<file path="src/rtl/connect4_pkg.sv">
// Shared Connect-4 constants, winner codes and scan FSM encoding.
package connect4_pkg;

    localparam int unsigned ROWS    = 6;
    localparam int unsigned COLS    = 7;
    localparam int unsigned CELLS   = 42;
    localparam int unsigned WIN_LEN = 4;
    localparam int unsigned AW      = 6;
    localparam int unsigned NDIR    = 4;

    localparam logic [AW-1:0] LAST_ANCHOR = AW'(CELLS - 1);

    typedef enum logic [1:0] {
        WIN_NONE = 2'b00,
        WIN_P1   = 2'b01,
        WIN_P2   = 2'b10,
        WIN_DRAW = 2'b11
    } winner_e;

    typedef enum logic [1:0] {
        ST_IDLE = 2'd0,
        ST_SCAN = 2'd1,
        ST_DONE = 2'd2
    } state_e;

    function automatic winner_e owner_to_winner(input logic owner);
        return owner ? WIN_P2 : WIN_P1;
    endfunction

endpackage

</file>
<file path="src/rtl/win_line_check.sv">
// Evaluates the four candidate lines (H, V, up-right, up-left) starting at one anchor cell.
module win_line_check
    import connect4_pkg::*;
(
    input  logic [CELLS-1:0]            board_i,
    input  logic [CELLS-1:0]            owner_i,
    input  logic [AW-1:0]               anchor_i,
    output logic [NDIR-1:0]             hit_o,
    output logic [NDIR-1:0]             owner_o,
    output logic [NDIR-1:0][CELLS-1:0]  mask_o
);

    localparam int MAX_START_ROW = int'(ROWS) - int'(WIN_LEN);
    localparam int MAX_START_COL = int'(COLS) - int'(WIN_LEN);
    localparam int MIN_UL_COL    = int'(WIN_LEN) - 1;

    int            row;
    int            col;
    int            dr;
    int            dc;
    logic          in_range;
    logic          all_occ;
    logic          same;
    logic          first;
    logic [AW-1:0] idx;

    always_comb begin
        row      = int'(anchor_i) / int'(COLS);
        col      = int'(anchor_i) % int'(COLS);
        dr       = 0;
        dc       = 0;
        in_range = 1'b0;
        all_occ  = 1'b0;
        same     = 1'b0;
        first    = 1'b0;
        idx      = '0;
        hit_o    = '0;
        owner_o  = '0;
        mask_o   = '0;
        for (int d = 0; d < int'(NDIR); d++) begin
            case (d)
                0: begin
                    dr = 0; dc = 1;
                    in_range = (col <= MAX_START_COL);
                end
                1: begin
                    dr = 1; dc = 0;
                    in_range = (row <= MAX_START_ROW);
                end
                2: begin
                    dr = 1; dc = 1;
                    in_range = (row <= MAX_START_ROW) && (col <= MAX_START_COL);
                end
                default: begin
                    dr = 1; dc = -1;
                    in_range = (row <= MAX_START_ROW) && (col >= MIN_UL_COL);
                end
            endcase
            // Out-of-range lines would wrap across rows, so they are never evaluated.
            if (in_range) begin
                all_occ = 1'b1;
                same    = 1'b1;
                first   = owner_i[AW'(row * int'(COLS) + col)];
                for (int i = 0; i < int'(WIN_LEN); i++) begin
                    idx = AW'((row + dr * i) * int'(COLS) + (col + dc * i));
                    mask_o[d][idx] = 1'b1;
                    all_occ = all_occ & board_i[idx];
                    same    = same & (owner_i[idx] == first);
                end
                hit_o[d]   = all_occ & same;
                owner_o[d] = first;
            end
        end
    end

endmodule

</file>
<file path="config.mk">
export PLATFORM = sky130hd
export DESIGN_NAME = win_line_check
export DESIGN_NICKNAME = d
export VERILOG_FILES = /design/src/rtl/connect4_pkg.sv /design/src/rtl/win_line_check.sv
export SDC_FILE = /design/constraint.sdc
export NUM_CORES = 1
export LEC_CHECK = 0
export BUFFER_PORTS_ARGS = -buffer_cell sky130_fd_sc_hd__buf_4
export CAP_MARGIN = 40
export CORE_MARGIN = 2
export CORE_UTILIZATION = 40
export DETAILED_ROUTE_END_ITERATION = 12
export PLACE_DENSITY = 0.6
export SLEW_MARGIN = 20
export SYNTH_ARGS = -nofsm -noshare
export SYNTH_HDL_FRONTEND = slang
export SYNTH_SLANG_ARGS = --single-unit
</file>
<file path="constraint.sdc">
create_clock -name vclk -period 16.4
set_input_delay 1.64 -clock vclk [all_inputs]
set_output_delay 1.64 -clock vclk [all_outputs]
set_load 0.01 [all_outputs]
</file>
# Yosys cells after proc, flatten, opt, wreduce, memory -nomap -nowiden
# Index checks and enable logic that the tools add are counted.
# word_totals
wordCells	218
out_inout_bits	176
reg_bits	0
# classes
n_lt_le_gt_ge	30
bitwise_logic	40
n_div	2
reduce_logical	15
n_addsub	22
mul	4
n_eq_ne	13
muxes	92
# op_table
operator	n
$or A42 B42 Y42	12
$mux W42	4
$bmux W1 S6	26
$mul A32 B4 Y6 const B	4
$lt A6 B7 Y1 const B	13
$add A6 B6 Y6	13
$demux W1 S6	13
$ge A6 B1 Y1 const B	13
$add A32 B3 Y32 const B	2
$le A32 B3 Y1 const B	2
$mux W1	49
$add A32 B2 Y32 const B	1
$div A7 B4 Y32 const B	1
$ge A32 B3 Y1 const B	1
$mod A7 B4 Y32 const B	1
$and A1 B1 Y1	28
$add A6 B3 Y6 const B	3
$logic_and A1 B1 Y1	15
$eq A1 B1 Y1	13
$add A6 B2 Y6 const B	2
$lt A6 B8 Y1 const B	1
$add A6 B1 Y6 const B	1

# Depth between registers and ports, before layout
# Gate-level depths: netlist (run 1).
# depth
word_depth	12
depth_mapped	40
mapped_depth_nobuf	34

# Worst setup path before layout (run 1)
# No wires, ideal clock.
# synth_timing
path_type	input -> output
startpoint	in anchor_i[0]
endpoint	out hit_o[3]
arrival_time_ns	11.963
path_stages	37
n_path_buf	8
required_time_ns	14.760
setup_slack_ns	2.797
cell_sequence	clkbuf_1 -> buf_1 -> clkbuf_1 -> buf_1 -> clkbuf_1 -> clkbuf_1 -> inv_1 -> ha_1 -> and4b_1 -> nor4_1 -> a22oi_2 -> and4b_1 -> nand2_1 -> inv_1 -> xnor2_1 -> ha_1 -> o311ai_1 -> and4_1 -> buf_2 -> nand2_1 -> ha_1 -> inv_1 -> ha_1 -> ha_1 -> inv_1 -> fa_1 -> inv_1 -> ha_1 -> inv_1 -> ha_1 -> xnor2_1 -> clkbuf_1 -> mux4_2 -> mux4_2 -> mux2i_1 -> nand3_1 -> a2111oi_2
# synth_between
elab_chain_cells	12
word_cells_on_any_way	49
classes_between	add/sub (10); mul (4); div (2); order compare (2); eq/ne (4); mux (19); bitwise (7); reduce/logical (1)
# synth_rtl
element	line_no	source
start: declaration	win_line_check.sv:7	input logic [AW-1:0] anchor_i,
$div A7 B4 Y32	win_line_check.sv:28	row = int'(anchor_i) / int'(COLS);
$add A32 B2 Y32 or $mul A32 B4 Y6 (tied branches)	win_line_check.sv:65, win_line_check.sv:63	
$mul A32 B4 Y6 or $add A6 B6 Y6 (tied branches)	win_line_check.sv:65, win_line_check.sv:63	
$add A6 B6 Y6 or $bmux W1 S6 (tied branches)	win_line_check.sv:65, win_line_check.sv:63, win_line_check.sv:68	
$bmux W1 S6 or $mux W1 (tied branches)	win_line_check.sv:68, win_line_check.sv:63	
$mux W1 (on tied branches)	win_line_check.sv:68, win_line_check.sv:63	
$eq A1 B1 Y1	win_line_check.sv:68	same = same & (owner_i[idx] == first);
$and A1 B1 Y1 (3 in a row)	win_line_check.sv:68	
$and A1 B1 Y1	win_line_check.sv:70	hit_o[d] = all_occ & same;
$mux W1 (*)	win_line_check.sv:60	if (in_range) begin
end: declaration	win_line_check.sv:8	output logic [NDIR-1:0] hit_o,
# Every way passes the cells marked *; elsewhere a longest branch is shown, timed or not. The select of a mux whose other input is x is not followed.

# Worst setup path in the final report (run 1)
# layout_timing
startpoint	in anchor_i[3]
endpoint	out hit_o[3]
# Same word-level chain as after synthesis.

==> summary.md, run 1 <==
| Metric | Value |
|---|---|
| Vias in the first global route | 17800 |
| Crit path DAT | 11.60 ns |
| Final hold vios | 0 |
| Commonest non-fill, non-tap cell in the layout | buf_4 |
| Die area | 38100 um2 |
| Wire per inst | just over 30 um |
| Initial Util | 40.3% |
| Post-route DRC | 0 |
| CP max-delay cell | ha_1 |
| Max Transition Viols Final | 0 |
| Slew margin rel. | 38.2% |
| Cell accounting for the most synthesized area | mux4_2 |
| Synthesis Warnings | 0 |
| Hold path cells | 6 |
| Most frequent cells in the layout | buf_4 (353), nand2_1 (242), nor2_1 (205), a21oi_1 (199), mux4_2 (151) |
| Tightest Pin Transition | slightly above 0.9 ns |
| Final GP Congestion | roughly 1.0 |
| Share of cells above drive strength 1 | 26.8% |
| Nets@finish | 2389 |
| Total congestion overflow | 0 |
| Setup_tns | 0 ns |
| Vias per cell | 7.02 |
| Period utilization | 80.7% |
| DR vias | roughly 18000 |
| # Post-CTS Setup Buffers | 0 |
| DRT Wirelength | 81300 um |
| Most used cell, CP | ha_1 |
| Register area | 0 um2 |
| Initial antenna violation count | 1 |
| Final ANT Viol Nets | 0 |
| Register area share after synthesis | 0% |
| Hold path endpoint | hit_o[1] |
| Crit path required time | 14.76 ns |
| Worst hold start | board_i[1] |
| CP Class | in2out |
| Synthesized area | 14600 um2 |
| F_max | roughly 76 MHz |
| CP endpoint kind | output pin |
| Initial DRC Count | around 2400 |
| Status | complete, no violations |
| Largest net degree at the start of global routing | 53 |
| Min cycle time layout | 13.24 ns |
| Crit-path max FO | 13 |
| Hold WC Path Type | in2out |
| RSZ-0062 raised after global routing | false |
| Clock buffers | 0 |
| First-pass GRT wire length | 120000 um |
| Share of the synthesized area in the top cell type | 23.3% |
| Area Growth Syn to Fin | 21.8% |
| Post-CTS Resized | 0 |
| Die width | between 150 and 200 um |
| TritonRoute pass-1 iters | 6 |
| Max-cap violations | 0 |
| Ports | 266 |
| CORE AREA | 36300 um2 |
| Syn nets | 2113 |
| Hold_buf cts | 0 |
| Final HPWL DP | 66100 um |
| Endpoints failing setup | 0 |
| Post-synthesis cell type count | slightly below 80 |
| CP Launch Type | primary input |
| GR Util All Layers | 41.8% |
| Largest stage delay on the critical path | 0.67 ns |
| Syn avg cell area | 7.72 um2 |
| Die Height | 195 um |
| Seq_cells | 0 |
| ANT cells | 0 |
| Core Rows | 70 |
| Synth top area cells | mux4_2 (23%), ha_1 (9.3%), a221oi_1 (7.6%) |
| IO buf count | 266 |
| Cells after synthesis | 1893 |
| Fill count | ~3600 |
[worst max-delay path: cells and delay by family]
kind / cells / cell delay [ns]
adder cells (fa/ha/maj): 10 / 3.99
AND/OR/NAND/NOR: 7 / 1.97
AO/OA/AOI/OAI: 6 / 1.41
buffers and inverters: 8 / 1.22
XOR/XNOR: 2 / 0.79
multiplexers: 2 / 0.54
[area by class of cell]
type                            count  area (um2)  share of cell area, %
Inverter                           93         349                   1.96
Multi-Input combinational cell   1695       14000                   78.4
Tap cell                          468         586                   3.29
Timing Repair Buffer              379        2900                   16.3
[worst max path at each step]
stage / from / endpoint / slack, ns / depth (start not counted)
after floorplan: anchor_i[0] / hit_o[3] / 2.80 / 37
after global placement: anchor_i[3] / hit_o[2] / 3.44 / 31
after detailed placement: anchor_i[3] / hit_o[2] / 3.07 / 31
after CTS: anchor_i[3] / hit_o[2] / 3.07 / 31
after global routing: anchor_i[3] / hit_o[3] / 2.32 / 35
final: anchor_i[3] / hit_o[3] / 3.16 / 35
[per-layer routing]
metal | GRT usage [%] | vias to the layer above | part of all wire [%]
li1 | - | 7857 | -
met1 | 54.5 | 8839 | 39
met2 | 67.1 | 1491 | 45
met3 | 5.96 | 303 | 10
met4 | 22.3 | 0 | 6.7
met5 | 0 | - | 0
[synth_stat cells, drive strengths merged, types with 8 or more instances]
cell type,n
buf,22
nand4b,8
clkbuf,83
nand2b,19
o21bai,8
nand2,242
ha,109
o21ai,66
a21oi,199
or2,11
mux2,12
a21o,24
and2,8
fa,21
and3,22
inv,93
xnor3,8
nor2,206
a22oi,15
o22ai,11
a31oi,13
o221ai,33
nor3b,9
mux4,151
a221oi,127
nor2b,20
nor3,57
mux2i,76
xor2,34
xnor2,69
or3,8
nand3,45
[stage by stage]
stage	area, um2	setup slack (ns)	hold slack, ns	cells	util, %
CTS	17800	3.07	4.20	2628	49.0
floorplan	14600	2.80	3.78	1893	-
global placement	17400	3.44	4.22	2592	48.0
finish	17800	3.16	4.22	2635	49.1
detailed placement	17800	3.07	4.19	2628	49.0
global route	17800	2.32	4.24	2635	49.1
[kinds of logic (layout without fill, tap and decap cells)]
logic type / count (synthesis) / in the layout / synth area share (%)
AND/OR/NAND/NOR: 676 / 676 / 20.9
AO/OA/AOI/OAI: 539 / 539 / 24.7
multiplexers: 239 / 239 / 29.4
buffers and inverters: 198 / 472 / 5.12
adder cells (fa/ha/maj): 130 / 130 / 12.2
XOR/XNOR: 111 / 111 / 7.64
Power of run 1 is not shown: default switching activity piles up to over one toggle a cycle in this logic, so the estimate is an artifact.
==> run 2, diff against run 1 <==
ABC_AREA = 1   (was default)
PLACE_DENSITY = 0.59   (was 0.6)
clock period = 12.91 ns   (was 16.4 ns; I/O delays follow)
==> summary.md, run 2 <==
| Metric | Value |
|---|---|
| Share of cells above drive strength 1 | 13.4% (-13 points) |
| CP Class | in2out |
| Tightest Pin Transition | 0.923 ns (+0.00285 ns) |
| Top-count cell post-synth | nand2_1 |
| Total congestion overflow | 0 (unchanged) |
| Register area | 0 um2 (unchanged) |
| Syn avg cell area | 5.16 um2 (-33%) |
| DRT Wirelength | 87000 um (+7.0%) |
| Largest stage delay on the critical path | 0.57 ns (-0.10 ns) |
| IO buf count | 266 (unchanged) |
| Post-synthesis cell type count | 58 (-25%) |
| Min cycle time layout | 11.34 ns |
| # Post-CTS Setup Buffers | 0 (unchanged) |
| Cell accounting for the most synthesized area | nand2_1 |
| Status | complete, no violations |
| Synthesis Warnings | 0 (unchanged) |
| DR vias | 22900 (+24%) |
| RSZ-0062 raised after global routing | false |
| Final HPWL DP | 71700 um (+8.4%) |
| CP endpoint kind | output pin |
| Crit path DAT | 10.05 ns (-1.55 ns) |
| Slew margin rel. | 37.8% (-0.40 points) |
| Share of the synthesized area in the top cell type | 18.7% (-4.6 points) |
| First-pass GRT wire length | 128000 um (+7.4%) |
| Period utilization | between 80 and 90% |
| Die Height | 199 um (+2.2%) |
| Initial DRC Count | 3124 (+30%) |
| Cells after synthesis | 2960 (+56%) |
| Post-CTS Resized | 0 (unchanged) |
| Core Rows | 71 (+1.4%) |
| Seq_cells | 0 (unchanged) |
| Largest net degree at the start of global routing | 89 (+68%) |
| CP max-delay cell | fa_1 |
| Non-Filler Instances | 3705 (+41%) |
| Post-synth top cells | nand2_1 (761), inv_1 (428), o21ai_0 (340) |
| Vias per cell | 6.17 (-12%) |
| Crit-path max FO | 32 (+19) |
| TritonRoute pass-1 iters | 7 (+1) |
| Synthesized area | 15300 um2 (+4.5%) |
| Endpoints failing setup | 0 (unchanged) |
| Max Transition Viols Final | 0 (unchanged) |
| ANT cells | 0 (unchanged) |
| Register area share after synthesis | 0% (unchanged) |
| Initial Util | 40.6% (+0.25 points) |
| Post-route DRC | 0 (unchanged) |
| Clock buffers | 0 (unchanged) |
| CP Launch Type | primary input |
| F_max | ~88 MHz |
| Syn nets | 3180 (+50%) |
| Most frequent cells in the layout | nand2_1 (761), inv_1 (428), o21ai_0 (340), buf_4 (318), nor2_1 (270) |
| Final GP Congestion | 1.09 (+7.5%) |
| GR Util All Layers | 42.3% (+0.53 points) |
| Setup_tns | 0 ns (unchanged) |
| Die area | 39800 um2 (+4.4%) |
| Commonest non-fill, non-tap cell in the layout | nand2_1 |
| Final hold vios | 0 (unchanged) |
| Nets@finish | 3416 (+43%) |
| Crit path required time | 11.62 ns (-3.14 ns) |
| CORE AREA | 37700 um2 (+3.9%) |
| Hold_buf cts | 0 (unchanged) |
| Hold WC Path Type | in2out |
| Area Growth Syn to Fin | 17.9% |
| Wire per inst | 23.5 um (-24%) |
| Vias in the first global route | 21400 (+20%) |
| Die width | 199 um (+2.2%) |
| Placed cells | 3701 (+41%) |
| Initial antenna violation count | 0 (-1) |
| Final ANT Viol Nets | 0 (unchanged) |
| Synth top area cells | nand2_1 (19%), o21ai_0 (11%), inv_1 (11%) |
| Max-cap violations | 0 (unchanged) |
| Ports | 266 (unchanged) |
==> run 2: cell count changes in the layout (fill, tap and decap cells not counted), moves of 39 or more <==
cell and change:
mux4_2 -151, mux2i_1 -75, nor2_1 +65, nand2_1 +519, inv_1 +337, a221oi_1 -122
o22ai_1 +76, nand3_1 +90, xnor2_1 -39, o21ai_0 +281
==> run 2: layout make-up <==
class | count | area (um2)
Tap cell | 511 | 639
Multi-Input combinational cell | 2407 | 13200
Inverter | 457 | 1720
Timing Repair Buffer | 330 | 2470
Fill cell | 4296 | 19600
==> run 2: worst paths after layout <==
| path | slack [ns] | from | cells past startpoint | to |
|---|---|---|---|---|
| max | 1.57 | anchor_i[0] | 48 | hit_o[3] |
| min | 3.64 | anchor_i[5] | 9 | owner_o[3] |
==> run 2: routing by layer <==
| metal | up-vias | global-route usage (%) | part of all wire, % |
|---|---|---|---|
| met3 | 434 | 4.78 | 9.8 |
| met5 | - | 0 | 0 |
| li1 | 10400 | - | - |
| met4 | 0 | 33.2 | 9.3 |
| met2 | 1657 | 68.5 | 44 |
| met1 | 10400 | 51.1 | 37 |
==> run 2: logic make-up after synthesis <==
family / after synthesis / synth area share [%]
simple gates: 1343 / 37.9
xor+xnor: 63 / 4.13
mux: 2 / 0.139
compound gates: 869 / 32.4
fa+ha+maj: 130 / 11.7
buf+inv: 553 / 13.8
==> run 2: worst max-delay path, delay by kind of cell <==
family | cells | cell delay (ns)
buffers and inverters | 11 | 1.80
AND/OR/NAND/NOR | 22 | 2.66
XOR/XNOR | 2 | 0.53
AO/OA/AOI/OAI | 4 | 0.94
adder cells (fa/ha/maj) | 9 | 2.79
==> run 2: metrics by stage <==
stage | area [um2] | worst slack [ns] | utilization [%] | hold slack [ns]
floorplan | 15300 | 2.52 | - | 3.13
global placement | 17900 | 1.63 | 47.5 | 3.60
detailed placement | 18000 | 1.71 | 47.8 | 3.60
CTS | 18000 | 1.71 | 47.8 | 3.60
global route | 18000 | 1.01 | 47.8 | 3.69
finish | 18000 | 1.57 | 47.8 | 3.64
Power of run 2 is left out for the same reason.
